==> config.mk <==
export PLATFORM = sky130hd
export DESIGN_NAME = arcade_input_mapper
export DESIGN_NICKNAME = d
export VERILOG_FILES = /design/src/rtl/arcade_input_mapper.sv
export SDC_FILE = /design/constraint.sdc
export NUM_CORES = 1
export LEC_CHECK = 0
export CAP_MARGIN = 20
export CORE_MARGIN = 2
export CORE_UTILIZATION = 47
export DETAILED_ROUTE_END_ITERATION = 8
export PLACE_DENSITY_LB_ADDON = 0.12
export SETUP_SLACK_MARGIN = 0.2
export SLEW_MARGIN = 40
export SYNTH_ARGS = -nofsm -noshare
export SYNTH_HDL_FRONTEND = slang
export SYNTH_SLANG_ARGS = --single-unit
==> constraint.sdc <==
create_clock -name clk_sys -period 5.65 [get_ports clk_sys]
set_input_delay 0.565 -clock clk_sys [delete_from_list [all_inputs] [get_ports clk_sys]]
set_output_delay 0.565 -clock clk_sys [all_outputs]
set_load 0.005 [all_outputs]
==> src/rtl/arcade_input_mapper.sv <==
// arcade_input_mapper
//   Player-input front end for arcade cores. It decodes MiSTer PS/2 key
//   events into held key states and ORs them with per-player joystick words.
//   It then applies screen-rotation remapping and SOCD cleaning, stretches
//   coin presses, and registers active-high per-player controls.
//
//   Ports:
//     clk_sys   - system clock
//     RESET     - synchronous active-high reset
//     ps2_key   - [10] toggle per event, [9] pressed, [8] extended, [7:0] code
//     joy_in    - player n at [16n+15:16n]: R,L,D,U,fire1,fire2,start,coin,autofire
//     rotate    - 0 none, 1 90deg, 2 180deg, 3 270deg
//     vblank    - frame strobe, used only by autofire
//     o_dir     - player n {U,D,L,R} at [4n+3:4n]
//     o_fire    - player n {fire2,fire1} at [2n+1:2n]
//     o_start   - start per player
//     o_coin    - stretched coin per player
//     o_service - service/test key
//
//   Optional feature: define ARCADE_INPUT_AUTOFIRE_EN to gate fire1 with a
//   per-player vblank frame counter when joy_in bit8 is set.
module arcade_input_mapper #(
  parameter int unsigned PLAYERS      = 2,
  parameter logic [15:0] COIN_HOLD    = 16'd50000,
  parameter bit          SOCD_NEUTRAL = 1'b1
) (
  input  logic                  clk_sys,
  input  logic                  RESET,
  input  logic [10:0]           ps2_key,
  input  logic [16*PLAYERS-1:0] joy_in,
  input  logic [1:0]            rotate,
  input  logic                  vblank,
  output logic [4*PLAYERS-1:0]  o_dir,
  output logic [2*PLAYERS-1:0]  o_fire,
  output logic [PLAYERS-1:0]    o_start,
  output logic [PLAYERS-1:0]    o_coin,
  output logic                  o_service
);

  // Key state uses the same bit order as joy_in[7:0] so the two can be ORed.
  logic [1:0][7:0]          key_q, key_d;
  logic                     svc_key_q, svc_key_d;
  logic                     toggle_q;
  logic [PLAYERS-1:0][7:0]  raw;
  logic [PLAYERS-1:0][7:0]  joy_hi;
  logic [PLAYERS-1:0]       coin_raw;
  logic [PLAYERS-1:0]       coin_prev_q;
  logic [PLAYERS-1:0][15:0] coin_cnt_q, coin_cnt_d;
  logic [PLAYERS-1:0][3:0]  dir_q, dir_d;
  logic [PLAYERS-1:0][1:0]  fire_q, fire_d;
  logic [PLAYERS-1:0]       start_q, start_d;
  logic                     svc_q;
  logic                     unused_sig;

`ifdef ARCADE_INPUT_AUTOFIRE_EN
  logic                     vblank_q;
  logic [PLAYERS-1:0][2:0]  frame_q, frame_d;
`endif

  // d = {U,D,L,R}; returns the rotated and SOCD-cleaned direction.
  function automatic logic [3:0] map_dir(input logic [3:0] d, input logic [1:0] rot);
    logic [3:0] r;
    case (rot)
      2'd0:    r = d;
      2'd1:    r = {d[1], d[0], d[2], d[3]};
      2'd2:    r = {d[2], d[3], d[0], d[1]};
      default: r = {d[0], d[1], d[3], d[2]};
    endcase
    if (SOCD_NEUTRAL && r[3] && r[2]) r[3:2] = 2'b00;
    if (SOCD_NEUTRAL && r[1] && r[0]) r[1:0] = 2'b00;
    return r;
  endfunction

  always_comb begin
    key_d     = key_q;
    svc_key_d = svc_key_q;
    if (ps2_key[10] != toggle_q) begin
      // Arrow keys match with or without the extended prefix.
      case (ps2_key[7:0])
        8'h75:   key_d[0][3] = ps2_key[9];
        8'h72:   key_d[0][2] = ps2_key[9];
        8'h6B:   key_d[0][1] = ps2_key[9];
        8'h74:   key_d[0][0] = ps2_key[9];
        default: begin
          if (!ps2_key[8]) begin
            case (ps2_key[7:0])
              8'h29, 8'h14: key_d[0][4] = ps2_key[9];
              8'h11:        key_d[0][5] = ps2_key[9];
              8'h16, 8'h05: key_d[0][6] = ps2_key[9];
              8'h2E:        key_d[0][7] = ps2_key[9];
              8'h2D:        key_d[1][3] = ps2_key[9];
              8'h2B:        key_d[1][2] = ps2_key[9];
              8'h23:        key_d[1][1] = ps2_key[9];
              8'h34:        key_d[1][0] = ps2_key[9];
              8'h1C:        key_d[1][4] = ps2_key[9];
              8'h1A:        key_d[1][5] = ps2_key[9];
              8'h1E, 8'h06: key_d[1][6] = ps2_key[9];
              8'h36:        key_d[1][7] = ps2_key[9];
              8'h2C:        svc_key_d   = ps2_key[9];
              default:      ;
            endcase
          end
        end
      endcase
    end
  end

  always_comb begin
    for (int p = 0; p < PLAYERS; p++) begin
      raw[p] = joy_in[16*p +: 8];
      if (p == 0) raw[p] = raw[p] | key_q[0];
      if (p == 1) raw[p] = raw[p] | key_q[1];
      joy_hi[p]   = joy_in[16*p+8 +: 8];
      coin_raw[p] = raw[p][7];
    end
  end

  always_comb begin
    for (int p = 0; p < PLAYERS; p++) begin
      dir_d[p]   = map_dir(raw[p][3:0], rotate);
      fire_d[p]  = raw[p][5:4];
`ifdef ARCADE_INPUT_AUTOFIRE_EN
      if (joy_in[16*p+8] && raw[p][4]) fire_d[p][0] = frame_q[p][2];
      frame_d[p] = (vblank && !vblank_q) ? frame_q[p] + 3'd1 : frame_q[p];
`endif
      start_d[p] = raw[p][6];
      // A fresh edge always reloads, so overlapping presses merge into one pulse.
      if (coin_raw[p] && !coin_prev_q[p])
        coin_cnt_d[p] = COIN_HOLD;
      else if (coin_cnt_q[p] != 16'd0)
        coin_cnt_d[p] = coin_cnt_q[p] - 16'd1;
      else
        coin_cnt_d[p] = coin_cnt_q[p];
    end
  end

  always_ff @(posedge clk_sys) begin
    if (RESET) begin
      toggle_q    <= 1'b0;
      key_q       <= '0;
      svc_key_q   <= 1'b0;
      coin_prev_q <= '0;
      coin_cnt_q  <= '0;
      dir_q       <= '0;
      fire_q      <= '0;
      start_q     <= '0;
      svc_q       <= 1'b0;
`ifdef ARCADE_INPUT_AUTOFIRE_EN
      vblank_q    <= 1'b0;
      frame_q     <= '0;
`endif
    end else begin
      toggle_q    <= ps2_key[10];
      key_q       <= key_d;
      svc_key_q   <= svc_key_d;
      coin_prev_q <= coin_raw;
      coin_cnt_q  <= coin_cnt_d;
      dir_q       <= dir_d;
      fire_q      <= fire_d;
      start_q     <= start_d;
      svc_q       <= svc_key_q;
`ifdef ARCADE_INPUT_AUTOFIRE_EN
      vblank_q    <= vblank;
      frame_q     <= frame_d;
`endif
    end
  end

  always_comb begin
    for (int p = 0; p < PLAYERS; p++) o_coin[p] = (coin_cnt_q[p] != 16'd0);
  end

  assign o_dir      = dir_q;
  assign o_fire     = fire_q;
  assign o_start    = start_q;
  assign o_service  = svc_q;
  assign unused_sig = ^{joy_hi, vblank};

endmodule

---- Word-level counts from Yosys, hierarchy flattened ----
Index checks and enable logic that the tools add are counted.
Widths: inputs -> output; s select.
storage, ports and cells
  flip-flop bits (word level) ............. 67
  latch bits .............................. 0
  bits in writable memories ............... 0
  bits in read-only memories .............. 0
  input port bits ......................... 48
  output and inout bits ................... 17
  memories ................................ 0
operators by class
  add/subtract/negate cells ............... 2
  multiply operators ...................... 0
  divide/modulo/power cells ............... 0
  $lt $le $gt $ge ......................... 0
  equality and inequality tests ........... 23
  shifts and indexed selects .............. 0
  multiplexer cells ....................... 6
  bitwise operators ....................... 4
  reduce and logical (&&, ||, !) cells .... 40
operators by type and width
  kind                   number
  $eq 8x6->1 const B     8
  $mux 16                4
  $reduce_and 4->1       13
  $eq 8x5->1 const B     6
  $eq 8x7->1 const B     4
  $reduce_bool 16->1     2
  $sub 16x1->16 const B  2
  $pmux 4 s3             2
  $reduce_or 2->1        9
  $eq 8x3->1 const B     2
  $or 8x8->8             2
  $reduce_and 2->1       4
  $logic_and 1x1->1      6
  $reduce_bool 2->1      2
  $reduce_or 4->1        1
  $eq 2x1->1 const B     1
  $eq 2x2->1 const B     1
  $logic_not 1->1        2
  $logic_not 2->1        1
  $not 1->1              2
  $ne 1x1->1             1

---- Logic depth before layout (Yosys ltp) ----
  depth in word-level cells ............... 4
  mapped depth ............................ 7

---- Worst setup path after synthesis ----
OpenSTA, ideal clock, no wires.
  kind .................................... flip-flop to output port
  start point ............................. register coin_cnt_q[4] (netlist name)
  end point ............................... output o_coin[0]
  arrival time ............................ 1.540 ns
  required time ........................... 5.085 ns
  setup slack ............................. 3.545 ns
  stages on the path, launching flop included .. 5
  buffers on the path ..................... 1
  cells stage by stage .................... dfxtp_1 -> or4_1 -> clkbuf_1 -> or3_1 -> nand4b_1
between the ends
  cells in the longest elaborated chain, start to end .. 1
RTL lines
  element                 RTL line  source
  start, declared         48        logic [PLAYERS-1:0][15:0] coin_cnt_q, coin_cnt_d;
  start signal, assigned  157       coin_cnt_q <= coin_cnt_d;
  $reduce_bool 16->1      170       for (int p = 0; p < PLAYERS; p++) o_coin[p] = (coin_cnt_q[p] != 16'd0);
  end, declared           36        output logic [PLAYERS-1:0] o_coin,
No other way between the ends.

---- Final worst setup path ----
Same ends and word-level chain as after synthesis.

==> flow_summary.yaml <==
global_route:
  grt_max_degree: 44
  grt_pass1_vias: 2708
  grt_overflow: 0
  track_usage_pct: 19.7
  grt_pass1_wl_um: 12200
  antenna_found_initial: 0
die:
  die_x_um: 88.9
  die_area_sq_mm: 0.00790
  core_area_sq_mm: 0.00687
  rows: 30
  io_pins: 65
  die_y_um: 88.9
  start_util_pct: 49.3
job:
  drv_cap: 0
sta:
  fin_ws_ns: 2.60
  fin_crit_sh_pct: 53.9
  setup_tns_ns: 0
  finalMaxSlewViolations: 0
  tightestPinTransition_ns: 0.672
  min_period_ns: 3.05
  maxSlewHeadroom_pct: 54.8
  rsz0062_at_grt: "no"
  setup_viol: 0
  max_clock_freq_mhz: 328
  hold_viol_final: 0
  finClkSkew_ns: 0.00814
finish:
  layout.cells.most_common_list: "dfxtp_1, clkdlybuf4s50_1, nor2_1"
  area_delta_synth_final_pct: 22.6
  layout_commonest_cell: "dfxtp_1"
  diodes: 0
  finalInstanceArea_sq_mm: 0.00415
  fin_nets: 483
  drive_gt1_share_pct: 8.90
  fin_cells: 534
synth:
  avgSynthCellArea_sq_um: 8.57
  synth_area_sq_mm: 0.00339
  ys_seq_area_share_pct: 39.6
  synth_cell_types: 54
  syn_nets: 445
  ys_async_sr_fraction_pct: 0
  synth_ff_type: "dfxtp_1"
  yosys_warnings: 0
  synth_edf_count: 0
  synthCells: 395
  synth_top_cell_by_area: "dfxtp_1"
  synth_top_area_share_pct: 39.6
  synth-seq-cells: 67
  netlist_top_cells_area: "dfxtp_1, mux2i_1, nor2_1, a21oi_1, or4_1"
cts:
  htree_levels: 3
  path_clk_slew_ns: 0.08
  clk_path_buf_depth: 2
  post-cts-setup-buffers: 0
  cts-root-buf: "clkbuf_8"
  clock_latency_ns: 0.35
  cts_tree: "built"
  cts_hold_buffers: 0
  cts_resized: 0
  cts_buffers: 9
  cts_sinks: 67
worst_hold_path:
  hold_class: "reg -> reg"
place:
  dp.cells: 518
  dp_hpwl_um: 5260
  post-place-ws_ns: 3.00
  portBuffers: 47
  dpl_cell_area_sq_mm: 0.00388
  gp_congestion: 0.882
route:
  antenna_left: 0
  vias: 3050
  drc_errors: 0
  viasPerCell: 5.71
  dr.first_iter.drc_count: 151
  wirelength_um: 7450
  first_pass_iters: 4
  wire_per_inst_um: 14.0
critical_path:
  startpoint_type: "register"
  crit_fanout: 6
  crit_required_ns: 5.09
  worstSetupEndpointType: "output port"
  critPathArrivalTime_ns: 2.48
  critPathKind: "reg -> out"
power:
  power_density_mw_per_mm2: 328
  p_total_uw: 1360
  cellLeakagePower_uw: 0.00157
  vdd_ir_drop_max_v: 0.000238
run_status:
  status: "complete, no violations"
-- through the flow --
step,utilization [%],hold slack [ns]
6_report,60.4,0.438
5_1_grt,60.4,0.470
4_1_cts,60.4,0.443
3_5_place_dp,56.4,0.423
3_3_place_gp,56.4,0.418
2_1_floorplan,-,0.404
-- registers in the layout (all words and copies together), names as in the netlist --
| register | flops |
|---|---|
| o_fire | 4 |
| coin_cnt_q | 32 |
| svc_key_q | 1 |
| key_q | 16 |
| coin_prev_q | 2 |
| toggle_q | 1 |
| o_start | 2 |
| o_service | 1 |
| o_dir | 8 |
-- worst paths after layout --
path / startpoint / slack, ns / cells past startpoint / endpoint
setup / recovery: coin_cnt_q[4] / 2.60 / 4 / o_coin[0]
hold / removal: svc_key_q / 0.44 / 2 / o_service
setup reg to reg: coin_cnt_q[24] / 3.56 / 4 / coin_cnt_q[20]
hold reg to reg: svc_key_q / 0.44 / 2 / o_service
-- cells in the mapped netlist (all sizes together), types with 3 or more instances --
cell	count
nor2	41
o211a	4
nor4	11
o31ai	11
nand3	10
nor2b	8
or4	17
buf	4
nor3	16
nand4b	4
or3	16
o41ai	3
inv	8
nand2	22
clkbuf	16
nand4	11
mux2i	20
a21oi	24
nand2b	7
dfxtp	67
a31oi	9
a211oi	9
or3b	4
o21ai	12
nor3b	5
or2	7
-- area by class of cell --
type,instances,area (sq um)
timing repair buffer,48,478
sequential,67,1340
multi-input combinational,299,1910
clock buffer,10,138
tap,96,120
inverter,8,30.0
fill,626,2720
clock inverter,6,136
-- worst max-delay path, cell delays in order, from the launching register on --
cell,delay (ns)
dfxtp_1,0.34
or4_1,0.63
or3_1,0.45
nand4b_1,0.24
clkdlybuf4s50_1,0.48
-- routing by layer --
metal  global-route usage [%]  up-vias  share of wire (%)
li1                         -     1571                  -
met1                     25.6     1407                 47
met2                     31.9       65                 47
met3                     6.06        7                4.9
met4                     5.51        0               0.91
met5                        0        -                  0
-- power by group --
part / switching, uW / internal, uW / leakage, uW
Sequential: 33.4 / 507 / 0.000550
Clock: 189 / 350 / 0.000133
Combinational: 152 / 129 / 0.000883
-- cells by family after synthesis --
group	count (synthesis)	share of synthesized area, %
xor gates and xnor gates	2	0.517
adders and majority gates	2	0.739
DFF	67	39.6
muxes	21	6.25
buffers and inverters	29	4.06
AOI/OAI and AO/OA	82	16.2
and+or+nand+nor	192	32.6
No activity file was read; power rests on OpenSTA's default activity.
